===== src/rtl/aes_inv_key_schedule_if.sv =====
// Handshake/bus bundle between the inverse AES-128 key schedule and its consumer.
interface aes_inv_key_schedule_if;
    logic [127:0] key_in;
    logic         key_load;
    logic         busy;
    logic         rk_valid;
    logic         rk_ready;
    logic [127:0] round_key;
    logic [3:0]   round_num;
    logic         last;

    modport master (
        output key_in, key_load, rk_ready,
        input  busy, rk_valid, round_key, round_num, last
    );

    modport slave (
        input  key_in, key_load, rk_ready,
        output busy, rk_valid, round_key, round_num, last
    );
endinterface


===== src/rtl/aes_inv_key_schedule.sv =====
// AES-128 key schedule emitting round keys 10 down to 0: forward-expand once,
// then walk back one key per handshake holding only the current round key.

module g_func_key_expansion (
    input  logic [31:0] word_i,
    input  logic [3:0]  count_i,
    output logic [31:0] g_c_o
);
    localparam logic [7:0] SBOX [256] = '{
        8'h63,8'h7c,8'h77,8'h7b,8'hf2,8'h6b,8'h6f,8'hc5,8'h30,8'h01,8'h67,8'h2b,8'hfe,8'hd7,8'hab,8'h76,
        8'hca,8'h82,8'hc9,8'h7d,8'hfa,8'h59,8'h47,8'hf0,8'had,8'hd4,8'ha2,8'haf,8'h9c,8'ha4,8'h72,8'hc0,
        8'hb7,8'hfd,8'h93,8'h26,8'h36,8'h3f,8'hf7,8'hcc,8'h34,8'ha5,8'he5,8'hf1,8'h71,8'hd8,8'h31,8'h15,
        8'h04,8'hc7,8'h23,8'hc3,8'h18,8'h96,8'h05,8'h9a,8'h07,8'h12,8'h80,8'he2,8'heb,8'h27,8'hb2,8'h75,
        8'h09,8'h83,8'h2c,8'h1a,8'h1b,8'h6e,8'h5a,8'ha0,8'h52,8'h3b,8'hd6,8'hb3,8'h29,8'he3,8'h2f,8'h84,
        8'h53,8'hd1,8'h00,8'hed,8'h20,8'hfc,8'hb1,8'h5b,8'h6a,8'hcb,8'hbe,8'h39,8'h4a,8'h4c,8'h58,8'hcf,
        8'hd0,8'hef,8'haa,8'hfb,8'h43,8'h4d,8'h33,8'h85,8'h45,8'hf9,8'h02,8'h7f,8'h50,8'h3c,8'h9f,8'ha8,
        8'h51,8'ha3,8'h40,8'h8f,8'h92,8'h9d,8'h38,8'hf5,8'hbc,8'hb6,8'hda,8'h21,8'h10,8'hff,8'hf3,8'hd2,
        8'hcd,8'h0c,8'h13,8'hec,8'h5f,8'h97,8'h44,8'h17,8'hc4,8'ha7,8'h7e,8'h3d,8'h64,8'h5d,8'h19,8'h73,
        8'h60,8'h81,8'h4f,8'hdc,8'h22,8'h2a,8'h90,8'h88,8'h46,8'hee,8'hb8,8'h14,8'hde,8'h5e,8'h0b,8'hdb,
        8'he0,8'h32,8'h3a,8'h0a,8'h49,8'h06,8'h24,8'h5c,8'hc2,8'hd3,8'hac,8'h62,8'h91,8'h95,8'he4,8'h79,
        8'he7,8'hc8,8'h37,8'h6d,8'h8d,8'hd5,8'h4e,8'ha9,8'h6c,8'h56,8'hf4,8'hea,8'h65,8'h7a,8'hae,8'h08,
        8'hba,8'h78,8'h25,8'h2e,8'h1c,8'ha6,8'hb4,8'hc6,8'he8,8'hdd,8'h74,8'h1f,8'h4b,8'hbd,8'h8b,8'h8a,
        8'h70,8'h3e,8'hb5,8'h66,8'h48,8'h03,8'hf6,8'h0e,8'h61,8'h35,8'h57,8'hb9,8'h86,8'hc1,8'h1d,8'h9e,
        8'he1,8'hf8,8'h98,8'h11,8'h69,8'hd9,8'h8e,8'h94,8'h9b,8'h1e,8'h87,8'he9,8'hce,8'h55,8'h28,8'hdf,
        8'h8c,8'ha1,8'h89,8'h0d,8'hbf,8'he6,8'h42,8'h68,8'h41,8'h99,8'h2d,8'h0f,8'hb0,8'h54,8'hbb,8'h16
    };

    logic [31:0] rot_c;
    logic [7:0]  rcon_c;

    // RotWord, SubWord, then Rcon[count+1] into the top byte
    always_comb begin
        rot_c = {word_i[23:0], word_i[31:24]};
        case (count_i)
            4'd0:    rcon_c = 8'h01;
            4'd1:    rcon_c = 8'h02;
            4'd2:    rcon_c = 8'h04;
            4'd3:    rcon_c = 8'h08;
            4'd4:    rcon_c = 8'h10;
            4'd5:    rcon_c = 8'h20;
            4'd6:    rcon_c = 8'h40;
            4'd7:    rcon_c = 8'h80;
            4'd8:    rcon_c = 8'h1b;
            4'd9:    rcon_c = 8'h36;
            default: rcon_c = 8'h00;
        endcase
        g_c_o = {SBOX[rot_c[31:24]], SBOX[rot_c[23:16]], SBOX[rot_c[15:8]], SBOX[rot_c[7:0]]}
              ^ {rcon_c, 24'h0};
    end
endmodule

module aes_inv_key_schedule (
    input  logic                  clk,
    input  logic                  n_rst,
    aes_inv_key_schedule_if.slave bus
);
    localparam int unsigned KEY_W      = 128;
    localparam int unsigned WORD_W     = 32;
    localparam int unsigned CNT_W      = 4;
    localparam int unsigned LAST_CNT   = 9;
    localparam int unsigned NUM_ROUNDS = 10;

    typedef enum logic [1:0] {IDLE, EXPAND, EMIT} state_e;

    state_e             state_q, state_d;
    logic [KEY_W-1:0]   key_q, key_d;
    logic [CNT_W-1:0]   cnt_q, cnt_d;
    logic [CNT_W-1:0]   rnum_q, rnum_d;
    logic               busy_q, busy_d;
    logic               valid_q, valid_d;
    logic               last_q, last_d;

    logic [WORD_W-1:0]  w0, w1, w2, w3;
    logic [WORD_W-1:0]  inv_w1, inv_w2, inv_w3;
    logic [WORD_W-1:0]  fwd_w0, fwd_w1, fwd_w2, fwd_w3;
    logic [WORD_W-1:0]  g_in, g_out;
    logic [CNT_W-1:0]   g_cnt;

    assign {w0, w1, w2, w3} = key_q;

    // Inverse step needs w3' before g, so the single g instance is muxed per state
    assign inv_w3 = w3 ^ w2;
    assign inv_w2 = w2 ^ w1;
    assign inv_w1 = w1 ^ w0;
    assign g_in   = (state_q == EMIT) ? inv_w3 : w3;
    assign g_cnt  = (state_q == EMIT) ? rnum_q - CNT_W'(1) : cnt_q;

    g_func_key_expansion u_g (
        .word_i  (g_in),
        .count_i (g_cnt),
        .g_c_o   (g_out)
    );

    assign fwd_w0 = w0 ^ g_out;
    assign fwd_w1 = w1 ^ fwd_w0;
    assign fwd_w2 = w2 ^ fwd_w1;
    assign fwd_w3 = w3 ^ fwd_w2;

    always_ff @(posedge clk or negedge n_rst) begin
        if (!n_rst) begin
            state_q <= IDLE;
            key_q   <= '0;
            cnt_q   <= '0;
            rnum_q  <= '0;
            busy_q  <= 1'b0;
            valid_q <= 1'b0;
            last_q  <= 1'b0;
        end else begin
            state_q <= state_d;
            key_q   <= key_d;
            cnt_q   <= cnt_d;
            rnum_q  <= rnum_d;
            busy_q  <= busy_d;
            valid_q <= valid_d;
            last_q  <= last_d;
        end
    end

    always_comb begin
        state_d = state_q;
        key_d   = key_q;
        cnt_d   = cnt_q;
        rnum_d  = rnum_q;
        case (state_q)
            IDLE: begin
                if (bus.key_load) begin
                    key_d   = bus.key_in;
                    cnt_d   = '0;
                    state_d = EXPAND;
                end
            end
            EXPAND: begin
                key_d = {fwd_w0, fwd_w1, fwd_w2, fwd_w3};
                cnt_d = cnt_q + CNT_W'(1);
                if (cnt_q == CNT_W'(LAST_CNT)) begin
                    state_d = EMIT;
                    rnum_d  = CNT_W'(NUM_ROUNDS);
                end
            end
            EMIT: begin
                if (bus.rk_ready) begin
                    if (rnum_q == '0) begin
                        state_d = IDLE;
                    end else begin
                        key_d  = {fwd_w0, inv_w1, inv_w2, inv_w3};
                        rnum_d = rnum_q - CNT_W'(1);
                    end
                end
            end
            default: state_d = IDLE;
        endcase
        busy_d  = (state_d != IDLE);
        valid_d = (state_d == EMIT);
        last_d  = valid_d && (rnum_d == '0);
    end

    assign bus.busy      = busy_q;
    assign bus.rk_valid  = valid_q;
    assign bus.last      = last_q;
    assign bus.round_key = key_q;
    assign bus.round_num = rnum_q;
endmodule


===== src/flat_wrapper.sv =====
// flat-port wrapper written by rule: the top's interface ports become plain ports
module aes_inv_key_schedule_flat 
  (clk, n_rst, bus_key_in, bus_key_load, bus_rk_ready, bus_busy, bus_rk_valid, bus_round_key, bus_round_num, bus_last);
  aes_inv_key_schedule_if bus_i ();
  input  logic clk;
  input  logic n_rst;
  input wire logic [$bits(bus_i.key_in)-1:0] bus_key_in;
  input wire logic [$bits(bus_i.key_load)-1:0] bus_key_load;
  input wire logic [$bits(bus_i.rk_ready)-1:0] bus_rk_ready;
  output wire logic [$bits(bus_i.busy)-1:0] bus_busy;
  output wire logic [$bits(bus_i.rk_valid)-1:0] bus_rk_valid;
  output wire logic [$bits(bus_i.round_key)-1:0] bus_round_key;
  output wire logic [$bits(bus_i.round_num)-1:0] bus_round_num;
  output wire logic [$bits(bus_i.last)-1:0] bus_last;
  assign bus_i.key_in = bus_key_in;
  assign bus_i.key_load = bus_key_load;
  assign bus_i.rk_ready = bus_rk_ready;
  assign bus_busy = bus_i.busy;
  assign bus_rk_valid = bus_i.rk_valid;
  assign bus_round_key = bus_i.round_key;
  assign bus_round_num = bus_i.round_num;
  assign bus_last = bus_i.last;
  aes_inv_key_schedule u_core (.clk(clk), .n_rst(n_rst), .bus(bus_i));
endmodule

===== config.mk =====
export PLATFORM = sky130hd
export DESIGN_NAME = aes_inv_key_schedule_flat
export DESIGN_NICKNAME = d
export VERILOG_FILES = /design/src/rtl/aes_inv_key_schedule_if.sv /design/src/rtl/aes_inv_key_schedule.sv /design/src/flat_wrapper.sv
export SDC_FILE = /design/constraint.sdc
export NUM_CORES = 1
export LEC_CHECK = 0
export ABC_AREA = 1
export CELL_PAD_IN_SITES_DETAIL_PLACEMENT = 1
export CELL_PAD_IN_SITES_GLOBAL_PLACEMENT = 2
export CORE_AREA = 5 5 286 288
export CTS_BUF_LIST = sky130_fd_sc_hd__clkbuf_2 sky130_fd_sc_hd__clkbuf_4 sky130_fd_sc_hd__clkbuf_8
export DETAILED_ROUTE_END_ITERATION = 8
export DIE_AREA = 0 0 291 293
export GPL_TIMING_DRIVEN = 1
export PLACE_DENSITY = 0.81
export SYNTH_ARGS = -nofsm -noshare
export SYNTH_HDL_FRONTEND = slang
export SYNTH_SLANG_ARGS = --single-unit

===== constraint.sdc =====
create_clock -name clk -period 4.4 [get_ports clk]
set_input_delay 0.44 -clock clk [delete_from_list [all_inputs] [get_ports clk]]
set_output_delay 0.44 -clock clk [all_outputs]
set_load 0.02 [all_outputs]

**After elaboration in Yosys (flattened, before gate mapping)**

Memory sizes are Yosys's and may differ from the RTL's.
Index checks and enable logic that the tools add are counted.

- Register bits: 141
- Bits in read-only memories: 8320
- Input bits: 132
- Output and inout port bits: 135
- Logic and storage cells: 71
- Memories kept: 5

Memory list:

| memory | depth | width | rd ports | clocked after memory_dff | write ports | line | text |
|---|---|---|---|---|---|---|---|
| (no name shown) | 256 | 8 | 1 | 0 | 0 | aes_inv_key_schedule.sv:47 | `g_c_o = {SBOX[rot_c[31:24]], SBOX[rot_c[23:16]], SBOX[rot_c[15:8]], SBOX[rot_c[7:0]]}` |
| (no name shown) | 256 | 8 | 1 | 0 | 0 | aes_inv_key_schedule.sv:47 |  |
| (no name shown) | 256 | 8 | 1 | 0 | 0 | aes_inv_key_schedule.sv:47 |  |
| (no name shown) | 256 | 8 | 1 | 0 | 0 | aes_inv_key_schedule.sv:47 |  |
| (no name shown) | 16 | 8 | 1 | 0 | 0 | aes_inv_key_schedule.sv:34 | `case (count_i)` |

- Add/subtract/negate cells: 2
- Magnitude comparators: 4
- Equal/unequal tests: 7
- Mux-type cells: 25
- Bitwise gates (word level): 12
- Reductions and logical operators: 9

Operator list:

| cell | number |
|---|---|
| $mux 128 | 3 |
| $pmux 128 s3 | 1 |
| $xor 32x32->32 | 8 |
| $mux 8 | 8 |
| $ge 9x9->1 const B | 4 |
| $not 8->9 | 4 |
| $mux 32 | 1 |
| $mux 4 | 5 |
| $pmux 4 s2 | 2 |
| $logic_not 4->1 | 2 |
| $mux 2 | 4 |
| $ne 2x2->1 const B | 3 |
| $pmux 2 s3 | 1 |
| $add 4x1->4 const B | 1 |
| $eq 2x2->1 const B | 2 |
| $eq 4x4->1 const B | 1 |
| $reduce_and 4->1 | 1 |
| $reduce_bool 2->1 | 2 |
| $sub 4x1->4 const B | 1 |
| $reduce_bool 3->1 | 1 |
| $eq 2x1->1 const B | 1 |
| $logic_not 2->1 | 1 |
| $reduce_and 2->1 | 1 |
| $logic_and 1x1->1 | 1 |

**Longest topological paths before layout**

- Depth in word-level cells: 12
- Gate-level depth with buffers: 31
- Mapped depth without buffers: 29

**By module**

Synthesis repeated with hierarchy kept, for this count alone.

- Cells, all modules: 4276
- Area, all modules: 23689.0 um^2

By module, submodules not included:

| module | instances | cells each | area each (um^2) | seq. area each (um^2) |
|---|---|---|---|---|
| aes_inv_key_schedule | 1 | 1889 | 12162.9 | 3528.4 |
| g_func_key_expansion | 1 | 2387 | 11526.1 | 0.0 |

**Worst setup path after synthesis**

Ideal clock, no wire load.

- Path type: reg-to-reg
- From: reg u_core.state_q[0]
- To: reg u_core.key_q[16] (netlist: u_core.bus.round_key[16])
- Setup time: 0.117 ns
- Arrival: 3.128 ns
- Required time: 4.283 ns
- Slack: 1.156 ns
- Cell stages (with the launch flop): 26
- Path buffers: 2
- Clock period less this slack: 3.244 ns
- Cells stage by stage: dfrtp_1 > inv_1 > ha_1 > buf_6 > buf_6 > nand2_1 > o21bai_2 > ha_1 > nand2_1 > inv_1 > nor2_1 > nand2_1 > nand3_1 > nand3_1 > nand3_1 > nand3_1 > nand3_1 > nand2_1 > nand2_1 > nand3_1 > nand2_1 > nand2_1 > nand3_1 > nand2_1 > nand2_1 > nand2_1

- Cells in the longest elaborated chain, start to end: 12
- Elaborated cells on any way between the ends: 19
- Those cells by class: eq/ne: 5; mux: 4; bitwise: 6; reduce/logical: 3; memory: 1

RTL lines:

| what | line | text |
|---|---|---|
| start, declared | aes_inv_key_schedule.sv:65 | `state_e state_q, state_d;` |
| start signal, assigned | aes_inv_key_schedule.sv:109 | `state_q <= state_d;` |
| $eq 2x2->1 | aes_inv_key_schedule.sv:85, aes_inv_key_schedule.sv:124 |  |
| $mux 32 | aes_inv_key_schedule.sv:85 | `assign g_in = (state_q == EMIT) ? inv_w3 : w3;` |
| $not 8->9 (implied by the code) | aes_inv_key_schedule.sv:47 |  |
| $mem_v2 256x8 | -- |  |
| $mux 8 (implied by the code) (2 in series) | aes_inv_key_schedule.sv:47 |  |
| $xor 32x32->32 | aes_inv_key_schedule.sv:48 | `^ {rcon_c, 24'h0};` |
| $xor 32x32->32 | aes_inv_key_schedule.sv:94 | `assign fwd_w0 = w0 ^ g_out;` |
| $xor 32x32->32 | aes_inv_key_schedule.sv:95 | `assign fwd_w1 = w1 ^ fwd_w0;` |
| $xor 32x32->32 | aes_inv_key_schedule.sv:96 | `assign fwd_w2 = w2 ^ fwd_w1;` |
| $xor 32x32->32 | aes_inv_key_schedule.sv:97 | `assign fwd_w3 = w3 ^ fwd_w2;` |
| $pmux 128 s3 | aes_inv_key_schedule.sv:124 | `case (state_q)` |
| end signal, assigned | aes_inv_key_schedule.sv:110 | `key_q <= key_d;` |
| end, declared | aes_inv_key_schedule.sv:66 | `logic [KEY_W-1:0] key_q, key_d;` |

Several ways; a longest one is shown, not always the timed one. The select of a mux whose other input is x is not followed.
A chain may end at the register's enable or synchronous reset.

**Worst setup path after layout**

- From: reg u_core.state_q[0]
- To: reg u_core.key_q[41] (netlist: u_core.bus.round_key[41])

- Cells in the longest elaborated chain, start to end: 11
- Elaborated cells on any way between the ends: 18
- Those cells by class: eq/ne: 5; mux: 4; bitwise: 5; reduce/logical: 3; memory: 1

RTL lines:

| what | line |
|---|---|
| $eq 2x2->1 | aes_inv_key_schedule.sv:85, aes_inv_key_schedule.sv:124 |
| $mux 32 | aes_inv_key_schedule.sv:85 |
| $not 8->9 (implied by the code) | aes_inv_key_schedule.sv:47 |
| $mem_v2 256x8 | -- |
| $mux 8 (implied by the code) (2 in series) | aes_inv_key_schedule.sv:47 |
| $xor 32x32->32 | aes_inv_key_schedule.sv:48 |
| $xor 32x32->32 | aes_inv_key_schedule.sv:94 |
| $xor 32x32->32 | aes_inv_key_schedule.sv:95 |
| $xor 32x32->32 | aes_inv_key_schedule.sv:96 |
| $pmux 128 s3 | aes_inv_key_schedule.sv:124 |

Several ways; a longest one is shown, not always the timed one. The select of a mux whose other input is x is not followed.

==> impl_metrics.tcl <==
set metrics [dict create \
    layout_common_cells "1,269 x nand2_1, 1,215 x nand3_1, 332 x nor2_1, 265 x clkdlybuf4s50_1, 259 x inv_1" \
    reg2reg_from "u_core.state_q[0]" \
    vias_per_cell 5.78 \
    synth_edf_count 0 \
    wirelength_mm 135 \
    startpoint_type "flop" \
    grt_pass1_vias 31784 \
    rsz0062_at_grt "no" \
    final_hold_viol_count 0 \
    place.gp.congestion 0.991 \
    period_minus_slack_ns 4.15 \
    synth_cells 4313 \
    pin_count 267 \
    clock.fmax_ghz 0.241 \
    syn_area_per_cell_um2 5.43 \
    drc_errors 0 \
    clk_pin_slew_ns 0.11 \
    crit_type "reg2reg" \
    rows 103 \
    first_pass_iters 5 \
    maxSlewViolCount 0 \
    rr_worst_depth 22 \
    setup_viol_count_final 0 \
    fp.dieH_um 293 \
    die_x_um 291 \
    cts-root-buf "clkbuf_8" \
    tightest_slew_ns 1.00 \
    syn_to_final_growth_pct 21.5 \
    fin_cells 5615 \
    portBuffers 266 \
    skew_ns 0.0299 \
    syn_nets 4507 \
    asyncSetResetFlopFracSynth_pct 100 \
    vias 32434 \
    path_max_fanout 47 \
    dpl.hpwl_mm 102 \
    finalSetupTns_ns 0 \
    seqCellArea_um2 3530 \
    fin_util_pct 36.2 \
    hold_start "bus_key_in[65]" \
    n_fill_cell 10793 \
    clkLatencyLatePin_ns 0.57 \
    multiInputGateArea_um2 17600 \
    cp-end-kind "flop" \
    ys_seq_elements 141 \
    max_slew_margin_pct 33.3 \
    drtIter0Drc 3350 \
    period_share_pct 94.3 \
    r2r_setup_slack_ns 0.25 \
    numCtsBuffers 17 \
    tritoncts "built" \
    hold_path_class "in2reg" \
    reg2reg_to "u_core.bus.round_key[41]" \
    track_usage_pct 29.9 \
    grt_overflow 0 \
    htree_levels 4 \
    cp.arrival_ns 4.56 \
    synth.distinct_cells 48 \
    drive_gt1_share_pct 9.09 \
    status "completed" \
    whs_path_depth 3 \
    antenna_left 0 \
    antenna_found_initial 3 \
    initial_utilization_pct 29.8 \
    clkSinkCount 141 \
    place_inst 5577 \
    cts_buffer_depth 2 \
    cap_violations 0 \
    die_area_um2 85300 \
    core_um2 78600 \
    yosysWarningCount 0 \
    syn_area_um2 23400 \
    yosysSeqAreaShare_pct 15.1 \
    required_ns 4.81 \
    wl_per_cell_um 24.0 \
    ys.flop_type "dfrtp_1" \
    fin_nets 4745 \
    hold_end "u_core.bus.round_key[65]" \
    whs_ns 0.481 \
    layout.cells.most_common "nand2_1" \
    grt_max_degree 112 \
    grt_pass1_wl_mm 201 \
]
==> final cells by class <==
cell class              instances  share of cell area [%]
clock inverters                15                   0.528
inverters                     302                    4.04
multi-input cells            3619                    61.7
well taps                    1050                    4.62
clock buffers                  17                   0.822
flip-flops and latches        141                    12.4
repair buffers                470                    15.9
diodes                          1                 0.00879
==> per-stage QoR <==
stage | area (um^2) | setup WS [ns]
3_5_place_dp | 28000 | 0.234
2_1_floorplan | 23400 | 1.16
5_1_grt | 28500 | 0.000136
6_report | 28500 | 0.250
4_1_cts | 28400 | 0.164
3_3_place_gp | 28000 | 0.360
==> how the worst max path moves through the flow <==
stage,cells past startpoint,slack (ns),from,end
2_1_floorplan,25,1.16,u_core.state_q[0],u_core.bus.round_key[16]
3_3_place_gp,23,0.36,u_core.state_q[0],u_core.bus.round_key[59]
3_5_place_dp,25,0.23,u_core.state_q[0],u_core.bus.round_key[15]
4_1_cts,25,0.16,u_core.state_q[0],u_core.bus.round_key[15]
5_1_grt,27,0.0001,u_core.state_q[0],u_core.bus.round_key[11]
6_report,22,0.25,u_core.state_q[0],u_core.bus.round_key[41]
==> cells in the mapped netlist (3+ instances only) <==
cell       instances  area [um^2]
nand2_1         1269         4760
nand3_1         1217         6090
nor2_1           333         1250
inv_1            261          980
a21oi_1          185          926
o21ai_0          185          926
dfrtp_1          141         3530
clkbuf_1         101          379
buf_2             89          445
ha_1              62          776
o21ai_1           62          310
nand2_2           50          313
a31oi_1           38          238
inv_2             37          139
o211ai_1          37          278
a22oi_1           33          248
buf_4             23          173
nand4_1           21          131
buf_6             20          225
nor2_2            20          125
buf_1             16         60.1
nor2_4            13          146
nand3_2           11          110
xor2_1             9         78.8
nand2_4            8         90.1
nand3b_1           8         60.1
o22ai_1            7         43.8
nor3_1             6         30.0
o21ai_2            6         52.6
o21bai_4           5         93.8
xnor2_1            5         43.8
a21oi_4            4         65.1
o221ai_1           4         35.0
a21oi_2            3         26.3
clkinv_1           3         11.3
o2111ai_1          3         26.3
o21ai_4            3         48.8
==> layer usage <==
layer	GRT usage [%]	vias up	wire length [um]
met1	42.2	15820	60900
met5	0	-	22
met2	46.7	1350	59400
met4	10.2	4	5020
li1	-	15000	-
met3	4.52	260	9530
==> critical path, stage by stage (launching register included) <==
cell and delay, ns:
dfrtp_1 0.45, inv_1 0.14, ha_4 0.21, buf_12 0.14
buf_12 0.16, inv_6 0.28, buf_4 0.39, nand2_1 0.15
o21ai_4 0.11, inv_1 0.10, buf_12 0.20, a21oi_1 0.23
o21ai_0 0.23, nand3_1 0.12, nand3_1 0.10, nand3_1 0.16
nand3_1 0.13, nand3_1 0.13, nand3_1 0.10, nand2_1 0.11
nor2_1 0.04, o21ai_1 0.14, o21ai_0 0.09
==> registers in the layout (all words and copies together), names as in the netlist <==
register / count
u_core.bus.round_num: 4
u_core.bus.busy: 1
u_core.bus.last: 1
u_core.bus.rk_valid: 1
u_core.bus.round_key: 128
u_core.state_q: 2
u_core.cnt_q: 4
==> timing repair <==
| action | CTS | global route |
|---|---|---|
| buffers inserted | 0 | 4 |
| resized for setup | 0 | 5 |
| endpoints found under the setup margin | 0 | 46 |
| endpoints found under the hold margin | 74 | 0 |
| hold buffers | 1 | 0 |
==> kinds of logic (layout without fill, tap and decap cells) <==
| kind of cell | count (synthesis) | count (layout) | synth area share [%] |
|---|---|---|---|
| AO/OA/AOI/OAI | 581 | 581 | 14.4 |
| XOR/XNOR | 14 | 14 | 0.523 |
| adder cells (fa/ha/maj) | 62 | 62 | 3.31 |
| buffers and inverters | 553 | 804 | 10.5 |
| flip-flops | 141 | 141 | 15.1 |
| other | 0 | 1 | 0 |
| AND/OR/NAND/NOR | 2962 | 2962 | 56.2 |
Power is left out: the tool's default activity adds up to more than one toggle a clock period on the data nets, which glitch-free logic cannot reach.
